$ cat config.mk
export PLATFORM = sky130hd
export DESIGN_NAME = oam_dma_controller_flat
export DESIGN_NICKNAME = d
export VERILOG_FILES = /design/src/rtl/oam_dma_if.sv /design/src/rtl/oam_dma_controller.sv /design/src/flat_wrapper.sv
export SDC_FILE = /design/constraint.sdc
export NUM_CORES = 1
export LEC_CHECK = 0
export BUFFER_PORTS_ARGS = -buffer_cell sky130_fd_sc_hd__buf_2
export CAP_MARGIN = 0
export CORE_ASPECT_RATIO = 2
export CORE_MARGIN = 2
export CORE_UTILIZATION = 47
export DETAILED_ROUTE_END_ITERATION = 12
export GPL_TIMING_DRIVEN = 0
export PLACE_DENSITY = 0.79
export SYNTH_ARGS = -nofsm -noshare
export SYNTH_HDL_FRONTEND = slang
export SYNTH_SLANG_ARGS = --single-unit
$ cat constraint.sdc
create_clock -name clk -period 2.03 [get_ports clk]
set_input_delay 0.406 -clock clk [delete_from_list [all_inputs] [get_ports clk]]
set_output_delay 0.406 -clock clk [all_outputs]
set_load 0.005 [all_outputs]
$ cat src/rtl/oam_dma_if.sv
// oam_dma_if: CPU-side bus and DMA bus-master signals of the sprite DMA controller
interface oam_dma_if;
  logic        cpu_ce;
  logic [15:0] cpu_addr;
  logic        cpu_wr;
  logic [7:0]  cpu_wdata;
  logic [7:0]  bus_rdata;
  logic        cpu_rdy;
  logic        bus_grant;
  logic        dma_cs_n;
  logic        dma_rd;
  logic        dma_wr;
  logic [15:0] dma_addr;
  logic [7:0]  dma_wdata;
  logic        dma_active;
  logic        dma_done;
  modport master (
    input  cpu_ce, cpu_addr, cpu_wr, cpu_wdata, bus_rdata,
    output cpu_rdy, bus_grant, dma_cs_n, dma_rd, dma_wr, dma_addr, dma_wdata, dma_active, dma_done
  );
  modport slave (
    output cpu_ce, cpu_addr, cpu_wr, cpu_wdata, bus_rdata,
    input  cpu_rdy, bus_grant, dma_cs_n, dma_rd, dma_wr, dma_addr, dma_wdata, dma_active, dma_done
  );
endinterface

$ cat src/rtl/oam_dma_controller.sv
// oam_dma_controller: NES $4014 sprite DMA, copies page P to the OAM data port while halting the CPU
module oam_dma_controller #(
  parameter logic [15:0] DMA_REG_ADDR  = 16'h4014,
  parameter logic [15:0] OAM_DATA_ADDR = 16'h2004
) (
  input logic        clk,
  input logic        rst,
  oam_dma_if.master  bus
);
  typedef enum logic [2:0] {IDLE, HALT, ALIGN, READ, WRITE} state_t;
  state_t state, state_nx;
  logic [7:0] page, idx, wdata;
  logic parity, done, trig, last;
  assign trig = state == IDLE && bus.cpu_ce && bus.cpu_wr && bus.cpu_addr == DMA_REG_ADDR;
  assign last = state == WRITE && idx == 8'hff;
  always_ff @(posedge clk)
    if (rst) state <= IDLE;
    else state <= state_nx;
  // parity is the pre-toggle value; HALT enters READ only if the next cycle is a get
  always_comb begin
    state_nx = state;
    if (bus.cpu_ce)
      case (state)
        IDLE:    state_nx = trig ? HALT : IDLE;
        HALT:    state_nx = parity ? READ : ALIGN;
        ALIGN:   state_nx = READ;
        READ:    state_nx = WRITE;
        WRITE:   state_nx = last ? IDLE : READ;
        default: state_nx = IDLE;
      endcase
  end
  always_ff @(posedge clk)
    if (rst) begin
      page   <= '0;
      idx    <= '0;
      wdata  <= '0;
      parity <= 1'b0;
      done   <= 1'b0;
    end else begin
      done <= 1'b0;
      if (bus.cpu_ce) begin
        parity <= ~parity;
        done   <= last;
        if (trig) begin
          page <= bus.cpu_wdata;
          idx  <= '0;
        end
        if (state == READ) wdata <= bus.bus_rdata;
        if (state == WRITE && !last) idx <= idx + 8'd1;
      end
    end
  assign bus.cpu_rdy    = state == IDLE;
  assign bus.dma_active = state != IDLE;
  assign bus.bus_grant  = state == ALIGN || state == READ || state == WRITE;
  assign bus.dma_rd     = state == READ;
  assign bus.dma_wr     = state == WRITE;
  assign bus.dma_cs_n   = !(state == READ || state == WRITE);
  assign bus.dma_addr   = state == READ ? {page, idx} : state == WRITE ? OAM_DATA_ADDR : 16'h0000;
  assign bus.dma_wdata  = wdata;
  assign bus.dma_done   = done;
endmodule

$ cat src/flat_wrapper.sv
// flat-port wrapper written by rule: the top's interface ports become plain ports
module oam_dma_controller_flat 
#(
  parameter logic [15:0] DMA_REG_ADDR  = 16'h4014,
  parameter logic [15:0] OAM_DATA_ADDR = 16'h2004
)
  (clk, rst, bus_cpu_ce, bus_cpu_addr, bus_cpu_wr, bus_cpu_wdata, bus_bus_rdata, bus_cpu_rdy, bus_bus_grant, bus_dma_cs_n, bus_dma_rd, bus_dma_wr, bus_dma_addr, bus_dma_wdata, bus_dma_active, bus_dma_done);
  oam_dma_if bus_i ();
  input logic clk;
  input logic rst;
  input wire logic [$bits(bus_i.cpu_ce)-1:0] bus_cpu_ce;
  input wire logic [$bits(bus_i.cpu_addr)-1:0] bus_cpu_addr;
  input wire logic [$bits(bus_i.cpu_wr)-1:0] bus_cpu_wr;
  input wire logic [$bits(bus_i.cpu_wdata)-1:0] bus_cpu_wdata;
  input wire logic [$bits(bus_i.bus_rdata)-1:0] bus_bus_rdata;
  output wire logic [$bits(bus_i.cpu_rdy)-1:0] bus_cpu_rdy;
  output wire logic [$bits(bus_i.bus_grant)-1:0] bus_bus_grant;
  output wire logic [$bits(bus_i.dma_cs_n)-1:0] bus_dma_cs_n;
  output wire logic [$bits(bus_i.dma_rd)-1:0] bus_dma_rd;
  output wire logic [$bits(bus_i.dma_wr)-1:0] bus_dma_wr;
  output wire logic [$bits(bus_i.dma_addr)-1:0] bus_dma_addr;
  output wire logic [$bits(bus_i.dma_wdata)-1:0] bus_dma_wdata;
  output wire logic [$bits(bus_i.dma_active)-1:0] bus_dma_active;
  output wire logic [$bits(bus_i.dma_done)-1:0] bus_dma_done;
  assign bus_i.cpu_ce = bus_cpu_ce;
  assign bus_i.cpu_addr = bus_cpu_addr;
  assign bus_i.cpu_wr = bus_cpu_wr;
  assign bus_i.cpu_wdata = bus_cpu_wdata;
  assign bus_i.bus_rdata = bus_bus_rdata;
  assign bus_cpu_rdy = bus_i.cpu_rdy;
  assign bus_bus_grant = bus_i.bus_grant;
  assign bus_dma_cs_n = bus_i.dma_cs_n;
  assign bus_dma_rd = bus_i.dma_rd;
  assign bus_dma_wr = bus_i.dma_wr;
  assign bus_dma_addr = bus_i.dma_addr;
  assign bus_dma_wdata = bus_i.dma_wdata;
  assign bus_dma_active = bus_i.dma_active;
  assign bus_dma_done = bus_i.dma_done;
  oam_dma_controller #(.DMA_REG_ADDR(DMA_REG_ADDR), .OAM_DATA_ADDR(OAM_DATA_ADDR)) u_core (.clk(clk), .rst(rst), .bus(bus_i));
endmodule
==> results.tsv <==
metric	value	unit
Max-Slew Margin vs Limit	66.0	%
flop2flop setup slack	0.21	ns
crit start category	flop	
CP Data Required Time	1.62	ns
Critical R2R Launch	u_core.idx[1]	
post-synth cell types	46	
Root Driver	clkbuf_8	
Slowest cell on crit path	dfxtp_1	
RSZ-0062 raised after global routing	false	
# setup viols final	0	
H-Tree Depth	2	
global-route wire length before repair	6520	µm
Hold Path Depth	3	
largest net degree at the start of global routing	11	
Antenna Cells	0	
Clock Tree Buf Depth	2	
critical-path cell list	buf_6 > and3b_2 > clkbuf_4 > and2_1 > buf_2	
final global-route overflow total	0	
post-route ant nets	0	
Worst Hold End	u_core.bus.dma_wdata[6]	
all-layer global routing usage	22.8	%
number of flops mapped to enable cells by yosys	0	
Tightest Hold Check Type	in -> reg	
clk_lat worst skew	0.28	ns
Final Critical Period	1.92	ns
Vias/cell	5.60	
share of cells above drive strength 1	35.4	%
Setup Buffers After CTS	0	
slew at the pin with the worst max-slew slack	0.508	ns
maximum vdd drop	550	µV
Critical Path AT	1.52	ns
total power	1.25	mW
Worst Setup End Kind	primary output	
port bufs	65	
most common cell after layout, fill and taps aside	buf_2	
core area	0.00316	mm²
Gate Count Post-Synth	188	
Achievable Freq	0.520	GHz
via count	1629	
worst r2r dst	u_core.idx[5]	
Worst R2R Path Depth	5	
Post-DP HPWL	2970	µm
CTS tree	done	
number of buffers created by CTS	5	
drt wl/cell	13.6	µm
critical path fanouts, max	10	
DRC viols	0	
sequential share of the synthesized area	37.4	%
Iter 0 DRT Violations	18	
fin. max-slew vios	0	
synth warn	0	
hold_sp	bus_bus_rdata[6]	
final wirelength	3950	µm
Setup Skew	0.00547	ns
die span in x	44.6	µm
Mapped Nets	225	
Syn Std Cell Area	0.00155	mm²
Die Span Y	85.3	µm
Crit path max-delay family	buffers and inverters	
CP Class	reg -> out	
Die Footprint	0.00381	mm²
status	finished clean	
Buffers & Inverters on Critical Path	3	
synthesis-to-finish area growth	31.1	%
most frequent cells in the layout	buf_2 (67), dfxtp_1 (27), nand2_1 (24)	
period utilisation layout	94.7	%
CTS Sinks	29	
async set-reset flop share out of synthesis	0	%
NumNets Final	296	
crit-path max cell delay	0.31	ns
Worst-path clk slew	0.06	ns
syn_area_per_cell	8.26	µm²
initial antenna violation count	0	
Final TNS setup	0	ns
PwrDens	613	mW/mm²
Fin. Hold Viols	0	
vias in the first global route	1608	
Hold Buf Count CTS	0	
RePlAce Congestion	0.911	
row count	29	
Initial Utilization	49.2	%
leak pwr	0.945	nW
Top FF cell, synth	dfxtp_1	
#FFs+latches synth	29	
max_cap viols	0	
Pre-Repair DR Iteration Count	4	
boundary pin count	67	
[report_power, final]
part	leakage, nW	switching (mW)	internal (mW)
sequential	0.235	0.00118	0.571
clock	0.0585	0.210	0.399
combinational	0.652	0.0304	0.0354
[state kept, by name, summed over array words and instances, names as in the netlist]
register,count
u_core.idx,8
u_core.bus.dma_done,1
u_core.bus.dma_wdata,8
u_core.page,8
u_core.parity,1
u_core.state,3
[what timing repair did]
action,CTS,global route
resized for setup,1,3
setup endpoints to repair,10,9
cloned,0,0
[logic make-up after synthesis]
kind of cell	synth area share [%]
AOI/OAI and AO/OA	20.3
and+or+nand+nor	32.1
adders and majority gates	0.806
DFF	37.4
buffers and inverters	7.01
muxes	0.725
xor gates and xnor gates	1.69
[Yosys cell counts, drive strengths merged (2+ instances only)]
| master | instances | share of area, % |
|---|---|---|
| a21oi | 22 | 7.1 |
| a31oi | 2 | 0.81 |
| a32o | 2 | 1.3 |
| and2 | 14 | 5.6 |
| and3 | 2 | 0.81 |
| and3b | 2 | 1.1 |
| buf | 6 | 2.7 |
| clkbuf | 3 | 0.73 |
| dfxtp | 29 | 37 |
| inv | 15 | 3.6 |
| nand2 | 24 | 5.8 |
| nand3 | 4 | 1.3 |
| nand4 | 2 | 1.6 |
| nor2 | 4 | 0.97 |
| nor3 | 6 | 3.0 |
| nor4 | 2 | 0.81 |
| nor4b | 3 | 2.5 |
| o211ai | 5 | 2.4 |
| o21ai | 12 | 4.1 |
| o31ai | 2 | 0.97 |
| or2 | 2 | 0.97 |
| or3 | 8 | 3.2 |
| xor2 | 2 | 1.1 |
[stage by stage]
step	cell area [µm²]	hold slack (ns)	util (%)	setup WS, ns	instances
CTS	2030	0.356	64.3	0.00964	291
global route	2040	0.355	64.5	0.0298	291
global placement	1920	0.440	60.7	0.183	284
finish	2040	0.364	64.5	0.108	291
floorplan	1550	0.453	-	0.493	188
detailed placement	1920	0.446	60.7	0.159	284
[layout make-up]
class                           count  area (µm²)
Clock inverter                      1        30.0
Buffer                              8        51.3
Fill cell                         288        1120
Multi-Input combinational cell    135         865
Sequential cell                    29         583
Timing Repair Buffer               65         325
Inverter                           15        56.3
Clock buffer                        7        86.3
Tap cell                           31        38.8
[tightest hold or removal path: stages]
cell	delay [ns]
buf_2	0.09
nand2_1	0.04
a21oi_1	0.05
[metal layers]
layer	global-route usage (%)	part of all wire, %
met5	0	0
met4	20.1	4.5
met3	4.26	3.8
met2	39.1	56
met1	21.1	36
[worst max path at each step]
stage,from,slack [ns],end,cells after the start
global placement,u_core.state[1],0.18,bus_dma_addr[14],5
finish,u_core.state[2],0.11,bus_dma_addr[8],5
detailed placement,bus_cpu_addr[9],0.16,u_core.idx[6],6
CTS,u_core.state[1],0.01,bus_dma_addr[8],4
floorplan,u_core.state[1],0.49,bus_dma_addr[10],4
global route,u_core.state[2],0.03,bus_dma_addr[8],5
(Power assumes the default switching activity.)
